$ cat src/rtl/unified_mem_arbiter_pkg.sv
`default_nettype none
// ============================================================================
// unified_mem_arbiter_pkg : shared response-state encoding and default sizes
// Revision: 1.0
// ============================================================================
package unified_mem_arbiter_pkg;

    localparam int DEF_ADDR_W      = 32;
    localparam int DEF_DATA_W      = 32;
    localparam int DEF_MAX_D_BURST = 4;

    typedef enum logic [1:0] {
        IDLE   = 2'd0,
        RESP_I = 2'd1,
        RESP_D = 2'd2
    } resp_state_t;

    // A zero-length burst still needs a one-bit counter
    function automatic int cnt_width(input int max_burst);
        return (max_burst < 1) ? 1 : $clog2(max_burst + 1);
    endfunction

endpackage
`default_nettype wire

$ cat src/rtl/unified_mem_arbiter_if.sv
`default_nettype none
// ============================================================================
// unified_mem_arbiter_if : instruction, data and shared-memory port bundle
// Revision: 1.0
// ============================================================================
interface unified_mem_arbiter_if
    import unified_mem_arbiter_pkg::*;
#(
    parameter int ADDR_W = DEF_ADDR_W,
    parameter int DATA_W = DEF_DATA_W
) ();

    logic              I_REQ;
    logic [ADDR_W-1:0] I_ADDR;
    logic              I_GNT;
    logic              I_RVALID;
    logic [DATA_W-1:0] I_RDATA;

    logic              D_REQ;
    logic              D_WE;
    logic [ADDR_W-1:0] D_ADDR;
    logic [DATA_W-1:0] D_WDATA;
    logic              D_GNT;
    logic              D_RVALID;
    logic [DATA_W-1:0] D_RDATA;

    logic              M_READY;
    logic              M_REQ;
    logic              M_WE;
    logic [ADDR_W-1:0] M_ADDR;
    logic [DATA_W-1:0] M_WDATA;
    logic [DATA_W-1:0] M_RDATA;

    modport slave (
        input  I_REQ, I_ADDR, D_REQ, D_WE, D_ADDR, D_WDATA, M_READY, M_RDATA,
        output I_GNT, I_RVALID, I_RDATA, D_GNT, D_RVALID, D_RDATA,
        output M_REQ, M_WE, M_ADDR, M_WDATA
    );

    modport master (
        output I_REQ, I_ADDR, D_REQ, D_WE, D_ADDR, D_WDATA, M_READY, M_RDATA,
        input  I_GNT, I_RVALID, I_RDATA, D_GNT, D_RVALID, D_RDATA,
        input  M_REQ, M_WE, M_ADDR, M_WDATA
    );

endinterface
`default_nettype wire

$ cat src/rtl/unified_mem_arbiter_fair_cnt.sv
`default_nettype none
// ============================================================================
// mem_arb_fair_cnt : counts data grants taken while the fetch port waits
// Revision: 1.0
// ============================================================================
module mem_arb_fair_cnt
    import unified_mem_arbiter_pkg::*;
#(
    parameter int MAX_D_BURST = DEF_MAX_D_BURST
) (
    input  wire logic clk_i,
    input  wire logic rst_n_i,
    input  wire logic i_req_i,
    input  wire logic i_gnt_i,
    input  wire logic d_gnt_i,
    output logic      limit_o
);

    localparam int             CNT_W = cnt_width(MAX_D_BURST);
    localparam logic [CNT_W-1:0] C_MAX = CNT_W'(MAX_D_BURST);

    logic [CNT_W-1:0] cnt_q;
    logic [CNT_W-1:0] cnt_d;

    always_comb begin
        cnt_d = cnt_q;
        if (i_gnt_i || !i_req_i) begin
            cnt_d = '0;
        end else if (d_gnt_i && (cnt_q != C_MAX)) begin
            cnt_d = cnt_q + 1'b1;
        end
    end

    always_ff @(posedge clk_i or negedge rst_n_i) begin
        if (!rst_n_i) begin
            cnt_q <= '0;
        end else begin
            cnt_q <= cnt_d;
        end
    end

    assign limit_o = (cnt_q == C_MAX);

endmodule
`default_nettype wire

$ cat src/rtl/unified_mem_arbiter.sv
`default_nettype none
// ============================================================================
// unified_mem_arbiter : shares one memory port between fetch and data traffic
// Revision: 1.0
// ============================================================================
module unified_mem_arbiter
    import unified_mem_arbiter_pkg::*;
#(
    parameter int ADDR_W      = DEF_ADDR_W,
    parameter int DATA_W      = DEF_DATA_W,
    parameter int MAX_D_BURST = DEF_MAX_D_BURST
) (
    input  wire logic             CLK,
    input  wire logic             ASYNC_RSTn,
    input  wire logic             EN,
    unified_mem_arbiter_if.slave  bus
);

    logic              w_ok;
    logic              w_i_win;
    logic              w_i_gnt;
    logic              w_d_gnt;
    logic              w_limit;
    logic              w_m_we;
    logic [ADDR_W-1:0] w_m_addr;
    logic [DATA_W-1:0] w_m_wdata;
    resp_state_t       state_q;
    resp_state_t       state_d;

    mem_arb_fair_cnt #(
        .MAX_D_BURST (MAX_D_BURST)
    ) u_fair (
        .clk_i   (CLK),
        .rst_n_i (ASYNC_RSTn),
        .i_req_i (bus.I_REQ),
        .i_gnt_i (w_i_gnt),
        .d_gnt_i (w_d_gnt),
        .limit_o (w_limit)
    );

    // Data normally wins; a waiting fetch takes over once the burst limit is hit
    assign w_ok    = EN & bus.M_READY;
    assign w_i_win = bus.I_REQ & (~bus.D_REQ | w_limit);
    assign w_i_gnt = w_ok & w_i_win;
    assign w_d_gnt = w_ok & bus.D_REQ & ~w_i_win;

    always_comb begin
        w_m_we    = 1'b0;
        w_m_addr  = '0;
        w_m_wdata = '0;
        if (w_i_gnt) begin
            w_m_addr  = bus.I_ADDR;
        end else if (w_d_gnt) begin
            w_m_we    = bus.D_WE;
            w_m_addr  = bus.D_ADDR;
            w_m_wdata = bus.D_WDATA;
        end
    end

    always_comb begin
        state_d = IDLE;
        if (w_i_gnt) begin
            state_d = RESP_I;
        end else if (w_d_gnt && !bus.D_WE) begin
            state_d = RESP_D;
        end
    end

    always_ff @(posedge CLK or negedge ASYNC_RSTn) begin
        if (!ASYNC_RSTn) begin
            state_q <= IDLE;
        end else begin
            state_q <= state_d;
        end
    end

    assign bus.I_GNT    = w_i_gnt;
    assign bus.D_GNT    = w_d_gnt;
    assign bus.M_REQ    = w_i_gnt | w_d_gnt;
    assign bus.M_WE     = w_m_we;
    assign bus.M_ADDR   = w_m_addr;
    assign bus.M_WDATA  = w_m_wdata;
    assign bus.I_RVALID = (state_q == RESP_I);
    assign bus.D_RVALID = (state_q == RESP_D);
    assign bus.I_RDATA  = bus.M_RDATA;
    assign bus.D_RDATA  = bus.M_RDATA;

endmodule
`default_nettype wire

$ cat src/flat_wrapper.sv
// flat-port wrapper written by rule: the top's interface ports become plain ports
module unified_mem_arbiter_flat import unified_mem_arbiter_pkg::*;
#(
    parameter int ADDR_W      = DEF_ADDR_W,
    parameter int DATA_W      = DEF_DATA_W,
    parameter int MAX_D_BURST = DEF_MAX_D_BURST
)
  (CLK, ASYNC_RSTn, EN, bus_I_REQ, bus_I_ADDR, bus_D_REQ, bus_D_WE, bus_D_ADDR, bus_D_WDATA, bus_M_READY, bus_M_RDATA, bus_I_GNT, bus_I_RVALID, bus_I_RDATA, bus_D_GNT, bus_D_RVALID, bus_D_RDATA, bus_M_REQ, bus_M_WE, bus_M_ADDR, bus_M_WDATA);
  unified_mem_arbiter_if #(.ADDR_W(ADDR_W), .DATA_W(DATA_W)) bus_i ();
  input  wire logic CLK;
  input  wire logic ASYNC_RSTn;
  input  wire logic EN;
  input wire logic [$bits(bus_i.I_REQ)-1:0] bus_I_REQ;
  input wire logic [$bits(bus_i.I_ADDR)-1:0] bus_I_ADDR;
  input wire logic [$bits(bus_i.D_REQ)-1:0] bus_D_REQ;
  input wire logic [$bits(bus_i.D_WE)-1:0] bus_D_WE;
  input wire logic [$bits(bus_i.D_ADDR)-1:0] bus_D_ADDR;
  input wire logic [$bits(bus_i.D_WDATA)-1:0] bus_D_WDATA;
  input wire logic [$bits(bus_i.M_READY)-1:0] bus_M_READY;
  input wire logic [$bits(bus_i.M_RDATA)-1:0] bus_M_RDATA;
  output wire logic [$bits(bus_i.I_GNT)-1:0] bus_I_GNT;
  output wire logic [$bits(bus_i.I_RVALID)-1:0] bus_I_RVALID;
  output wire logic [$bits(bus_i.I_RDATA)-1:0] bus_I_RDATA;
  output wire logic [$bits(bus_i.D_GNT)-1:0] bus_D_GNT;
  output wire logic [$bits(bus_i.D_RVALID)-1:0] bus_D_RVALID;
  output wire logic [$bits(bus_i.D_RDATA)-1:0] bus_D_RDATA;
  output wire logic [$bits(bus_i.M_REQ)-1:0] bus_M_REQ;
  output wire logic [$bits(bus_i.M_WE)-1:0] bus_M_WE;
  output wire logic [$bits(bus_i.M_ADDR)-1:0] bus_M_ADDR;
  output wire logic [$bits(bus_i.M_WDATA)-1:0] bus_M_WDATA;
  assign bus_i.I_REQ = bus_I_REQ;
  assign bus_i.I_ADDR = bus_I_ADDR;
  assign bus_i.D_REQ = bus_D_REQ;
  assign bus_i.D_WE = bus_D_WE;
  assign bus_i.D_ADDR = bus_D_ADDR;
  assign bus_i.D_WDATA = bus_D_WDATA;
  assign bus_i.M_READY = bus_M_READY;
  assign bus_i.M_RDATA = bus_M_RDATA;
  assign bus_I_GNT = bus_i.I_GNT;
  assign bus_I_RVALID = bus_i.I_RVALID;
  assign bus_I_RDATA = bus_i.I_RDATA;
  assign bus_D_GNT = bus_i.D_GNT;
  assign bus_D_RVALID = bus_i.D_RVALID;
  assign bus_D_RDATA = bus_i.D_RDATA;
  assign bus_M_REQ = bus_i.M_REQ;
  assign bus_M_WE = bus_i.M_WE;
  assign bus_M_ADDR = bus_i.M_ADDR;
  assign bus_M_WDATA = bus_i.M_WDATA;
  unified_mem_arbiter #(.ADDR_W(ADDR_W), .DATA_W(DATA_W), .MAX_D_BURST(MAX_D_BURST)) u_core (.CLK(CLK), .ASYNC_RSTn(ASYNC_RSTn), .EN(EN), .bus(bus_i));
endmodule
$ cat config.mk
export PLATFORM = sky130hd
export DESIGN_NAME = unified_mem_arbiter_flat
export DESIGN_NICKNAME = d
export VERILOG_FILES = /design/src/rtl/unified_mem_arbiter_pkg.sv /design/src/rtl/unified_mem_arbiter_if.sv /design/src/rtl/unified_mem_arbiter_fair_cnt.sv /design/src/rtl/unified_mem_arbiter.sv /design/src/flat_wrapper.sv
export SDC_FILE = /design/constraint.sdc
export NUM_CORES = 1
export LEC_CHECK = 0
export CORE_AREA = 2 2 104 106
export CTS_CLUSTER_DIAMETER = 50
export DETAILED_ROUTE_END_ITERATION = 6
export DIE_AREA = 0 0 106 108
export GPL_TIMING_DRIVEN = 1
export PLACE_DENSITY = 0.58
export REMOVE_ABC_BUFFERS = 1
export SYNTH_ARGS = -nofsm -noshare
export SYNTH_HDL_FRONTEND = slang
export SYNTH_SLANG_ARGS = --single-unit
$ cat constraint.sdc
create_clock -name CLK -period 2.15 [get_ports CLK]
set_input_delay 0.43 -clock CLK [delete_from_list [all_inputs] [get_ports CLK]]
set_output_delay 0.43 -clock CLK [all_outputs]
set_load 0.02 [all_outputs]
==> flow_metrics.tcl <==
set metrics [dict create \
    clock_path_buffers 2 \
    die-area_um2 11400 \
    hpwl_um 6400 \
    layout.cells.non_filler 426 \
    worstMarginPinSlew_ps 226 \
    synth_warnings 0 \
    synth_edf_count 0 \
    period_needed_ps 2210 \
    power.total_w 0.000712 \
    antenna_found_initial 0 \
    netlist_area_um2 1350 \
    yosys.area.top_type "buf_4" \
    synth_most_common_cell "buf_4" \
    routabilityCongestion 0.696 \
    fin_skew_ps 2.27 \
    final_layout_size_suffix_gt1_share_pct 35.5 \
    crit_start "u_core.u_fair.cnt_q[1]" \
    cp_cell_sequence "inv_2 -> ha_4 -> a21bo_1 -> and4_4 -> clkbuf_16 -> a22o_4 -> buf_12" \
    r2r_start "u_core.u_fair.cnt_q[1]" \
    fin_util_pct 28.5 \
    cp_max_fo 6 \
    arrival_ps 1780 \
    h-tree-depth 1 \
    ys_top_cells_by_area "buf_4 37%, a22o_1 21%, and2_1 15%, dfrtp_1 9.3%, buf_6 4.2%" \
    area_growth_pct 116 \
    p_per_area_nw_per_um2 244 \
    synth.distinct_cells 22 \
    grt_pass1_wl_um 10900 \
    hold_class "in2async" \
    yosysSeqAreaShare_pct 9.29 \
    synth_top_area_share_pct 36.8 \
    core_um2 10200 \
    reg2reg_depth 8 \
    die_h_um 108 \
    num_vias 1736 \
    grt_max_degree 20 \
    root_buffer "clkbuf_8" \
    max_freq_ghz 0.453 \
    rr_endpoint "u_core.u_fair.cnt_q[0]" \
    vias_per_cell 4.08 \
    setup-tns-final_ps -281 \
    ant_nets 0 \
    wl_per_cell_um 19.0 \
    start_util_pct 13.2 \
    path_class "reg2out" \
    worst_ep_required_time_ps 1720 \
    period_share_pct 103 \
    worst_path_max_delay_cell "dfrtp_1" \
    violations "setup timing" \
    p_leak_nw 1.34 \
    grt_overflow 0 \
    cts_tree "yes" \
    die_w_um 106 \
    dr.pass1.iters 4 \
    start_kind "flip-flop" \
    worst_slack_ps -56.1 \
    r2r_slack_ps 430 \
    end_kind "output port" \
    placed_cells 411 \
    rows 37 \
    io_pins 269 \
    insertedDiodeCount 0 \
    synthFlopType "dfrtp_1" \
    drc_errors 0 \
    syn_inst 167 \
    outcome "finished, violations left" \
    ir_drop_uv 151 \
    ctsHoldBuffers 0 \
    grt_util_all_layers_pct 13.0 \
    clk_pin_slew_worst_paths_ps 40 \
    drt-total-wl_um 8100 \
    finalHoldViolCount 0 \
    syn_area_per_cell_um2 8.06 \
    setup_viol 19 \
    crit_end "bus_M_ADDR[17]" \
    slowest_delay_ps 350 \
    pre_cts_ws_ps -608 \
    drv_cap 0 \
    cts.sinks 5 \
    ys_top_cells_by_count "66 x buf_4, 33 x and2_1, 32 x a22o_1" \
    numCtsBuffers 3 \
    synthArstFlopShare_pct 100 \
    drtIter0Drc 62 \
    finalMaxSlewViolations 0 \
    slew_headroom_pct 84.9 \
    portBuffers 172 \
    ys_ff_latch 5 \
    grt_pass1_vias 1767 \
    nets 428 \
    rsz0062_at_grt "true" \
    insertion_delay_ps 220 \
]
==> how the worst min path moves through the flow <==
| stage | to | slack (ps) | depth (start not counted) |
|---|---|---|---|
| 6_report | u_core.state_q[1] | 430 | 1 |
| 5_1_grt | u_core.state_q[1] | 450 | 1 |
| 3_3_place_gp | u_core.u_fair.cnt_q[0] | 570 | 2 |
| 2_1_floorplan | u_core.state_q[0] | 130 | 0 |
| 4_1_cts | u_core.state_q[1] | 430 | 1 |
| 3_5_place_dp | u_core.u_fair.cnt_q[0] | 580 | 2 |
==> what timing repair did <==
| action | CTS | global route |
|---|---|---|
| endpoints found under the setup margin | 68 | 34 |
| gates resized for setup | 337 | 4 |
| buffers inserted | 6 | 1 |
| pin swaps | 9 | 7 |
| hold endpoints to repair | 0 | 0 |
| cloned | 3 | 1 |
==> report_power, final <==
part	switching [W]	internal (W)	total, W	leakage (nW)
sequential	0.00000115	0.0000967	0.0000978	0.0690
combinational	0.000154	0.000286	0.000441	1.25
clock	0.0000460	0.000127	0.000173	0.0228
==> per-stage QoR <==
| step | hold WS [ps] | area, um^2 |
|---|---|---|
| after floorplan | 134 | 777 |
| after global placement | 571 | 2810 |
| after detailed placement | 581 | 2810 |
| after CTS | 431 | 2870 |
| after global routing | 445 | 2910 |
| final | 429 | 2910 |
==> kinds of logic after synthesis <==
group | share of synthesized area [%]
xor gates and xnor gates | 0.651
adders and majority gates | 1.86
DFF | 9.29
and+or+nand+nor | 21.7
AOI/OAI and AO/OA | 23.7
buffers and inverters | 42.8
==> routing by layer <==
metal  track usage, %  part of all wire [%]  up-vias
met1             14.9                    39      742
met2             17.3                    38      233
met4             2.16                  0.78        2
met3             11.6                    21       10
met5             9.82                  0.75        -
li1                 -                     -      749
==> critical path: cells and delay by family (launching register included) <==
family	cells	cell delay (ps)
buf+inv	3	360
flops	1	350
compound gates	2	450
fa+ha+maj	1	170
simple gates	1	220
==> cells in the final DEF, fill, tap and decap left out, types with 2 or more instances in the layout <==
master | netlist | final
buf_16 | 0 | 2
clkbuf_8 | 0 | 3
and2_1 | 33 | 31
inv_2 | 0 | 2
buf_4 | 66 | 20
dlygate4sd2_1 | 0 | 5
and2_4 | 0 | 2
clkdlybuf4s50_1 | 0 | 100
buf_2 | 2 | 31
nand2_1 | 2 | 2
a22o_1 | 32 | 31
nand3_1 | 3 | 2
nor2b_1 | 3 | 3
dfrtp_1 | 5 | 5
buf_6 | 5 | 29
buf_12 | 0 | 4
==> sequential cells by signal (all words and copies together), names as in the netlist <==
register             flops
u_core.state_q           2
u_core.u_fair.cnt_q      3
==> final cells by class <==
cell class | instances | area, um^2
tap | 136 | 170
fill | 1096 | 7320
multi-input combinational | 85 | 684
timing repair buffer | 194 | 1880
clock buffer | 4 | 45.0
inverter | 2 | 7.51
sequential | 5 | 125
(Power assumes the default switching activity.)
